File: src/rtl/bcd_display_ctrl.sv
// Sequential binary-to-BCD display controller: a 32-cycle double-dabble conversion plus
// arbitration between halt, wait, blank and converted-value patterns on the 8 digit codes.
module bcd_display_ctrl #(
  parameter logic [3:0] BLANK_CODE = 4'b1010,
  parameter logic [3:0] WAIT_CODE  = 4'b1011,
  parameter logic [3:0] HLT_U      = 4'b1110,
  parameter logic [3:0] HLT_D      = 4'b1101,
  parameter logic [3:0] HLT_C      = 4'b1100
) (
  input  logic        clock,
  input  logic        reset,
  input  logic        outputEnable,
  input  logic        flagw,
  input  logic        notOUT,
  input  logic        HLT,
  input  logic [31:0] dataBin,
  output logic [3:0]  dmilhao,
  output logic [3:0]  milhao,
  output logic [3:0]  cmilhar,
  output logic [3:0]  dmilhar,
  output logic [3:0]  milhar,
  output logic [3:0]  centesimal,
  output logic [3:0]  decimal,
  output logic [3:0]  unidade,
  output logic        busy,
  output logic        done,
  output logic        ovf
);

  typedef enum logic [1:0] {StIdle, StShift, StCommit} state_e;

  localparam logic [31:0] HaltPat = {{5{BLANK_CODE}}, HLT_C, HLT_D, HLT_U};

  state_e      r_state;
  logic [31:0] r_shift;
  logic [39:0] r_acc;
  logic [4:0]  r_cnt;
  logic [31:0] r_dig;
  logic        r_busy;
  logic        r_done;
  logic        r_ovf;
  logic [39:0] w_adj;

  // Add-3 correction on every BCD nibble before the shift.
  always_comb begin
    w_adj = r_acc;
    for (int i = 0; i < 10; i++) begin
      if (r_acc[4*i +: 4] > 4'd4) begin
        w_adj[4*i +: 4] = r_acc[4*i +: 4] + 4'd3;
      end
    end
  end

  always_ff @(posedge clock) begin
    if (reset) begin
      r_state <= StIdle;
      r_shift <= '0;
      r_acc   <= '0;
      r_cnt   <= '0;
      r_dig   <= {8{BLANK_CODE}};
      r_busy  <= 1'b0;
      r_done  <= 1'b0;
      r_ovf   <= 1'b0;
    end else begin
      r_done <= 1'b0;
      case (r_state)
        StIdle: begin
          if (HLT) begin
            r_dig <= HaltPat;
            r_ovf <= 1'b0;
          end else if (outputEnable) begin
            r_shift <= dataBin;
            r_acc   <= '0;
            r_cnt   <= 5'd31;
            r_busy  <= 1'b1;
            r_state <= StShift;
          end else if (flagw) begin
            r_dig <= {8{WAIT_CODE}};
            r_ovf <= 1'b0;
          end else if (notOUT) begin
            r_dig <= {8{BLANK_CODE}};
            r_ovf <= 1'b0;
          end
        end
        StShift: begin
          if (HLT) begin
            r_dig   <= HaltPat;
            r_ovf   <= 1'b0;
            r_busy  <= 1'b0;
            r_state <= StIdle;
          end else begin
            r_acc   <= {w_adj[38:0], r_shift[31]};
            r_shift <= {r_shift[30:0], 1'b0};
            if (r_cnt == 5'd0) begin
              r_state <= StCommit;
            end else begin
              r_cnt <= r_cnt - 5'd1;
            end
          end
        end
        StCommit: begin
          r_busy  <= 1'b0;
          r_state <= StIdle;
          if (HLT) begin
            r_dig <= HaltPat;
            r_ovf <= 1'b0;
          end else begin
            r_dig  <= r_acc[31:0];
            r_ovf  <= |r_acc[39:32];
            r_done <= 1'b1;
          end
        end
        default: r_state <= StIdle;
      endcase
    end
  end

  assign dmilhao    = r_dig[31:28];
  assign milhao     = r_dig[27:24];
  assign cmilhar    = r_dig[23:20];
  assign dmilhar    = r_dig[19:16];
  assign milhar     = r_dig[15:12];
  assign centesimal = r_dig[11:8];
  assign decimal    = r_dig[7:4];
  assign unidade    = r_dig[3:0];
  assign busy       = r_busy;
  assign done       = r_done;
  assign ovf        = r_ovf;

endmodule

File: config.mk
export PLATFORM = sky130hd
export DESIGN_NAME = bcd_display_ctrl
export DESIGN_NICKNAME = d
export VERILOG_FILES = /design/src/rtl/bcd_display_ctrl.sv
export SDC_FILE = /design/constraint.sdc
export NUM_CORES = 1
export LEC_CHECK = 0
export CAP_MARGIN = 20
export CORE_UTILIZATION = 45
export DETAILED_ROUTE_END_ITERATION = 10
export PLACE_DENSITY_LB_ADDON = 0.2
export SLEW_MARGIN = 30
export SYNTH_ARGS = -nofsm -noshare
export SYNTH_HDL_FRONTEND = slang
export SYNTH_SLANG_ARGS = --single-unit
File: constraint.sdc
create_clock -name clock -period 4.7 [get_ports clock]
set_input_delay 1.41 -clock clock [delete_from_list [all_inputs] [get_ports clock]]
set_output_delay 1.41 -clock clock [all_outputs]
set_load 0.03 [all_outputs]
==> results by group, run 1 <==
Final layout
  • Filler instances: 1037
  • Finished Core Util: 58.2%
  • Post-synthesis to final-layout area growth: 23.8%
  • Share of layout cells above drive strength 1: 10.1%
  • Post-route design area: 0.00679 sq mm
  • Final nets: 725
  • Number of inserted diodes: 0

Synthesis
  • Warnings, synthesis: 0
  • Synthesized instance count: 615
  • Share of synthesized area occupied by flip-flops and latches: 41.6%
  • Syn nets: 668
  • Number of flops mapped to enable cells by yosys: 0
  • Mean instance size in the synthesized netlist: 8.92 sq um
  • Synth Area in XOR/XNOR: 0.160%
  • Share of synthesized area spent on multiplexers: 7.69%
  • Register bit total from synthesis: 114
  • Mapped Area: 0.00549 sq mm
  • Area fraction in compound gates after synthesis: 25.6%
  • Number of library cell types mapped by synthesis: 44
  • Fraction of registers with async set/reset: 0%
  • Largest family of logic cells by synthesized area: compound AO/OA/AOI/OAI gates
  • Fraction of the mapped netlist area in simple logic gates: 15.7%
  • Primary FF master, synth: sky130_fd_sc_hd__dfxtp_1
  • Post-synthesis share of cell area spent on full adders, half adders and majority gates: 3.42%

Floorplanning
  • Overall die height: 112 um
  • Top-level port count: 73
  • Core area: 0.0117 sq mm
  • Die Area: 0.0126 sq mm
  • Initial cell density of the core: 47.0%
  • Die extent in x: 112 um
  • Rows: 39

Global route
  • Global route total overflow: 0
  • Maximum number of pins on one net before global-route repair: 68
  • Total routing usage reported by global routing: 22.2%
  • Number of antenna violations at the first check in global routing: 0
  • Vias in the first global route: 4594
  • Wire length of the first global-routing pass: 22.2 mm

Timing
  • Clock skew after layout: 0.00761 ns
  • Number of hold-slack violations in the final timing report: 0
  • RSZ-0062 raised after global routing: false
  • Final setup viols: 0
  • Summed negative setup slack over all endpoints: 0 ns
  • Max transition margin: 44.9%
  • Period utilisation layout: 71.6%
  • Tmin final: 3.37 ns
  • Smallest hold slack: 0.456 ns
  • Number of pins with negative max-slew slack in the final report: 0
  • FMAX: 297 MHz
  • Transition time at the pin with the least slew margin: 0.824 ns

Detailed routing
  • Wire length after detailed routing: 13.3 mm
  • 1st-iter DRT viols: 244
  • Routed wirelength normalized by instance count: 16.1 um
  • DR vias: 4849
  • Detailed-router iteration count before antenna repair: 6
  • Number of remaining DRC errors: 0
  • DRT antenna net count: 0
  • Via density per instance: 5.86

Flow run
  • Count of max-cap constraint violations: 0

Clock tree
  • Insertion delay of the later-clocked pin in the worst-skew pair: 0.41 ns
  • Clock transition time at the flip-flop clock pins of the worst setup and hold paths: 0.05 ns
  • Count of hold buffers inserted by post-cts repair: 0
  • Clock Root Buffer: sky130_fd_sc_hd__clkbuf_16
  • Count of instances resized after the clock tree is built: 0
  • Clock sink total: 114
  • Max Buffers Root-to-Sink: 2
  • TritonCTS clock tree: yes
  • CTS buffer count: 17
  • Number of post-CTS setup repair buffers: 0
  • CTS HTree Levels: 4

Place
  • Placement Cell Area: 0.00627 sq mm
  • PortBufs: 72
  • Placer Congestion: 0.796
  • Final HPWL from detailed placement: 8.70 mm

Status
  • Result of the run: finished, final reports clean

Worst setup path
  • Kind of end point of the critical path: flop
  • Arrival time reported for the critical path endpoint: 3.65 ns
  • Endpoint required time on the critical path: 4.99 ns
  • Crit start category: input pin
  • Top fanout value on the critical path: 16
  • Category of the critical setup timing path: input pin to flop

Min path
  • Path class of the lowest-slack min-delay path: flop to flop

Power
  • Peak VDD IR: 0.000304 V
  • PD cells: 540 mW/mm^2
  • Lkg Pwr: 2.47 nW
-- per-stage QoR --
stage | cells | setup slack [ns] | total power, mW
floorplan | 615 | 2.21 | 2.17
global placement | 795 | 1.01 | 2.53
detailed placement | 796 | 0.948 | 2.55
CTS | 828 | 1.37 | 3.69
global route | 828 | 1.22 | 3.86
finish | 828 | 1.33 | 3.66
-- state kept, by name, indices dropped and copies added (netlist names) --
| name | cells |
|---|---|
| busy | 1 |
| done | 1 |
| ovf | 1 |
| r_acc | 40 |
| r_cnt | 5 |
| r_dig | 32 |
| r_shift | 32 |
| r_state | 2 |
-- layout by cell type, fill, tap and decap left out, drive strengths merged --
master | netlist | layout
nand3b | 3 | 3
a31oi | 1 | 1
nor4b | 1 | 1
nand4b | 1 | 1
clkdlybuf4s50 | 0 | 71
or4 | 1 | 1
a211oi | 44 | 44
a22oi | 9 | 9
o21bai | 1 | 1
buf | 20 | 11
a311oi | 1 | 1
nand2 | 20 | 20
or4b | 1 | 1
inv | 27 | 27
nor3 | 1 | 1
o311ai | 1 | 1
o41ai | 1 | 1
o21ai | 46 | 46
clkbuf | 24 | 26
a32oi | 30 | 30
nor4 | 1 | 1
nor2b | 14 | 14
xnor2 | 1 | 1
and2 | 1 | 1
a21oi | 23 | 23
nor2 | 108 | 108
or3 | 20 | 20
clkinv | 0 | 6
and2b | 2 | 2
a2bb2oi | 14 | 14
ha | 15 | 15
nand3 | 8 | 8
nand2b | 3 | 3
a211o | 13 | 13
or2 | 1 | 1
mux2i | 32 | 32
mux2 | 9 | 9
dfxtp | 114 | 114
o221ai | 3 | 3
-- power breakdown --
part	internal (mW)	switching, mW	total, mW
sequential	1.16	0.119	1.28
clock	0.708	0.418	1.13
combinational	0.538	0.724	1.26
total	2.40	1.26	3.66
-- layer usage --
| layer | part of all wire (%) | global-route usage [%] | vias to the layer above |
|---|---|---|---|
| li1 | - | - | 2367 |
| met1 | 46 | 28.2 | 2329 |
| met2 | 47 | 36.1 | 136 |
| met3 | 5.5 | 6.05 | 17 |
| met4 | 1.4 | 7.91 | 0 |
| met5 | 0 | 0 | - |
-- synth_stat cells, drive strengths merged (20+ instances only) --
master	number	share of area, %
clkbuf	24	1.6
mux2i	32	5.8
nand2	20	1.4
or3	20	2.3
a211oi	44	6.4
dfxtp	114	42
a32oi	30	4.8
nor2	108	7.4
a21oi	23	2.2
o21ai	46	4.2
buf	20	2.3
inv	27	1.8
-- worst max-delay path, cell delays in order --
cell and delay, ns:
sky130_fd_sc_hd__clkdlybuf4s50_1 0.67, sky130_fd_sc_hd__and2b_4 0.43, sky130_fd_sc_hd__a211o_1 0.51, sky130_fd_sc_hd__nand2b_2 0.38
sky130_fd_sc_hd__a2bb2oi_2 0.23
-- layout make-up --
| class | count | area (sq um) | area share, % |
|---|---|---|---|
| clock inverters | 6 | 30.0 | 0.442 |
| clock buffers | 26 | 489 | 7.20 |
| well taps | 143 | 179 | 2.63 |
| inverters | 27 | 101 | 1.49 |
| repair buffers | 82 | 811 | 11.9 |
| multi-input cells | 430 | 2900 | 42.7 |
| flip-flops and latches | 114 | 2280 | 33.6 |
-- path summary, 6_finish.rpt --
check	startpoint	to	slack, ns	cells past startpoint
max	HLT	r_dig[11]	1.33	5
min	r_shift[0]	r_shift[0]	0.46	2
max reg2reg	r_state[1]	r_dig[11]	2.25	6
min reg2reg	r_shift[0]	r_shift[0]	0.46	2
-- kinds of logic (layout without fill, tap and decap cells) --
family / count (synthesis) / in the layout
adder cells (fa/ha/maj): 15 / 15
flip-flops: 114 / 114
multiplexers: 41 / 41
buffers and inverters: 71 / 141
AND/OR/NAND/NOR: 186 / 186
XOR/XNOR: 1 / 1
AO/OA/AOI/OAI: 187 / 187
No activity file was read; power rests on OpenSTA's default activity.
==> inputs of run 2 (changes only) <==
Clock period 4.7 ns to 3.3 ns, I/O delays scaled along.
==> results by group, run 2 (same netlist as run 1, synthesis figures left out) <==
Status
  • Result of the run: finished, final reports clean

Min path
  • Worst hold start: ovf
  • Path class of the lowest-slack min-delay path: flop to flop

Detailed routing
  • Routed wirelength normalized by instance count: 15.7 um (-2.3%)
  • Wire length after detailed routing: 13.1 mm (-2.1%)
  • Detailed-router iteration count before antenna repair: 5 (-1)
  • DR vias: 4749 (-2.1%)
  • DRT antenna net count: 0 (unchanged)
  • 1st-iter DRT viols: 232 (-4.9%)
  • Number of remaining DRC errors: 0 (unchanged)
  • Via density per instance: 5.72 (-2.3%)

Final layout
  • Commonest cells after routing, fill and taps aside: sky130_fd_sc_hd__dfxtp_1 (114), sky130_fd_sc_hd__nor2_1 (106), sky130_fd_sc_hd__clkdlybuf4s50_1 (71)
  • Post-synthesis to final-layout area growth: 24.8%
  • Finished Core Util: 58.7% (+0.49 points)
  • Register containing the most flip-flops in the final layout: r_acc
  • Number of flip-flops under the largest register name: 40 (unchanged)
  • Number of inserted diodes: 0 (unchanged)
  • Largest registers: r_acc x40, r_dig x32, r_shift x32
  • Final nets: 729 (+0.55%)
  • Share of layout cells above drive strength 1: 11.1% (+0.99 points)
  • Commonest non-fill, non-tap cell in the layout: sky130_fd_sc_hd__dfxtp_1
  • Filler instances: 1050 (+1.3%)

Timing
  • Summed negative setup slack over all endpoints: 0 ns (unchanged)
  • Max transition margin: 48.3% (+3.4 points)
  • Number of hold-slack violations in the final timing report: 0 (unchanged)
  • Transition time at the pin with the least slew margin: 0.776 ns (-0.0483 ns)
  • Clock skew after layout: 0.00698 ns (-0.000634 ns)
  • FMAX: 408 MHz
  • Period utilisation layout: 74.3%
  • Final setup viols: 0 (unchanged)
  • Number of pins with negative max-slew slack in the final report: 0 (unchanged)
  • RSZ-0062 raised after global routing: false
  • Smallest hold slack: 0.452 ns (-0.00367 ns)
  • Tmin final: 2.45 ns

Worst setup path
  • Kind of end point of the critical path: output pin
  • Cell type group with the largest total delay on the critical path: buffers and inverters
  • Slowest cell on the critical path: sky130_fd_sc_hd__clkdlybuf4s50_1
  • Buffers and inverters on the worst path: 1 (unchanged)
  • Crit start category: flop
  • Arrival time reported for the critical path endpoint: 1.46 ns (-2.19 ns)
  • Top fanout value on the critical path: 2 (-14)
  • Launch point of the worst path: r_dig[1]
  • Category of the critical setup timing path: flop to output pin
  • Sequence of cells on the critical path: clkdlybuf4s50_1
  • Biggest cell delay along the critical path: 0.69 ns (+0.02 ns)
  • Worst flop-to-flop path startpoint: r_state[1]
  • Endpoint required time on the critical path: 2.31 ns (-2.68 ns)

Power
  • PD cells: 777 mW/mm^2 (+44%)
  • Peak VDD IR: 0.000303 V (-0.21%)
  • Share of power burned in the clock network: 31.6% (+0.9 points)
  • Net switching power: 1.80 mW (+43%)
  • Switching power share of the total: 33.8% (-0.59 points)
  • Logic gate share of total power: 34.3% (-0.2 points)
  • Lkg Pwr: 2.51 nW (+1.5%)
  • Share of total power in sequential cells: 34.1% (-0.7 points)
  • Internal Power: 3.52 mW (+46%)

Flow run
  • Count of max-cap constraint violations: 0 (unchanged)

Clock tree
  • Clock Root Buffer: sky130_fd_sc_hd__clkbuf_16
  • Clock transition time at the flip-flop clock pins of the worst setup and hold paths: 0.05 ns (about the same)
  • TritonCTS clock tree: yes
  • Number of post-CTS setup repair buffers: 0 (unchanged)
  • CTS buffer count: 17 (unchanged)
  • CTS HTree Levels: 4 (unchanged)
  • Count of instances resized after the clock tree is built: 0 (unchanged)
  • Max Buffers Root-to-Sink: 2 (unchanged)
  • Count of hold buffers inserted by post-cts repair: 0 (unchanged)
  • Clock sink total: 114 (unchanged)
  • Insertion delay of the later-clocked pin in the worst-skew pair: 0.41 ns (about the same)

Place
  • Placer Congestion: 0.817 (+2.7%)
  • Final HPWL from detailed placement: 8.69 mm (-0.11%)
  • PortBufs: 72 (unchanged)

Global route
  • Met2 track demand over resource in global routing: 36.2% (+0.083 points)
  • Maximum number of pins on one net before global-route repair: 101 (+49%)
  • Total routing usage reported by global routing: 21.5% (-0.67 points)
  • Number of antenna violations at the first check in global routing: 0 (unchanged)
  • GR Layer Usage met3: 4.75% (-1.3 points)
  • Busiest layer in global routing: met2
  • Vias in the first global route: 4527 (-1.5%)
  • GR met1 Demand/Resource: 26.4% (-1.8 points)
  • Wire length of the first global-routing pass: 21.6 mm (-3.0%)
  • Global route total overflow: 0 (unchanged)

Floorplanning
  • Initial cell density of the core: 47.0% (unchanged)
  • Die extent in x: 112 um (unchanged)
  • Overall die height: 112 um (unchanged)
  • Core area: 0.0117 sq mm (unchanged)
  • Die Area: 0.0126 sq mm (unchanged)
  • Rows: 39 (unchanged)
  • Top-level port count: 73 (unchanged)
run 2: changes by cell type in the layout (fill, tap and decap cells not counted), sizes merged:
cell and change:
buf +4, clkbuf -1, clkinv -1
run 2: path summary, 6_finish.rpt:
check / end / slack, ns / depth (start not counted)
setup / recovery: unidade[1] / 0.85 / 1
hold / removal: ovf / 0.45 / 2
setup reg to reg: r_cnt[4] / 1.18 / 7
hold reg to reg: ovf / 0.45 / 2
run 2: cell type report:
type                            instances  area (sq um)  area share [%]
Sequential cell                       114          2280            33.3
Tap cell                              143           179            2.61
Multi-Input combinational cell        430          2900            42.3
Clock inverter                          5          25.0           0.365
Timing Repair Buffer                   86           837            12.2
Inverter                               27           101            1.48
Clock buffer                           25           526            7.67
run 2: power groups by stage:
stage	sequential, mW	combinational, mW	clock, mW
finish	1.81	1.83	1.68
global route	1.85	1.96	1.77
CTS	1.81	1.84	1.70
detailed placement	1.84	1.83	0
global placement	1.83	1.79	0
floorplan	2.08	1.01	0
run 2: through the flow:
stage / cell area [sq um] / power, mW / cells / worst slack (ns)
finish: 6850 / 5.32 / 830 / 0.848
global route: 6850 / 5.57 / 830 / 0.754
CTS: 6850 / 5.35 / 830 / 0.840
detailed placement: 6300 / 3.67 / 800 / 0.436
global placement: 6290 / 3.63 / 800 / 0.473
floorplan: 5490 / 3.10 / 615 / 1.23
run 2: metal layers:
| layer | vias to the layer above | wire, um | share of wire [%] |
|---|---|---|---|
| met1 | 2251 | 5960 | 46 |
| li1 | 2373 | - | - |
| met2 | 108 | 6380 | 49 |
| met3 | 17 | 499 | 3.8 |
| met4 | 0 | 226 | 1.7 |
| met5 | - | 0 | 0 |
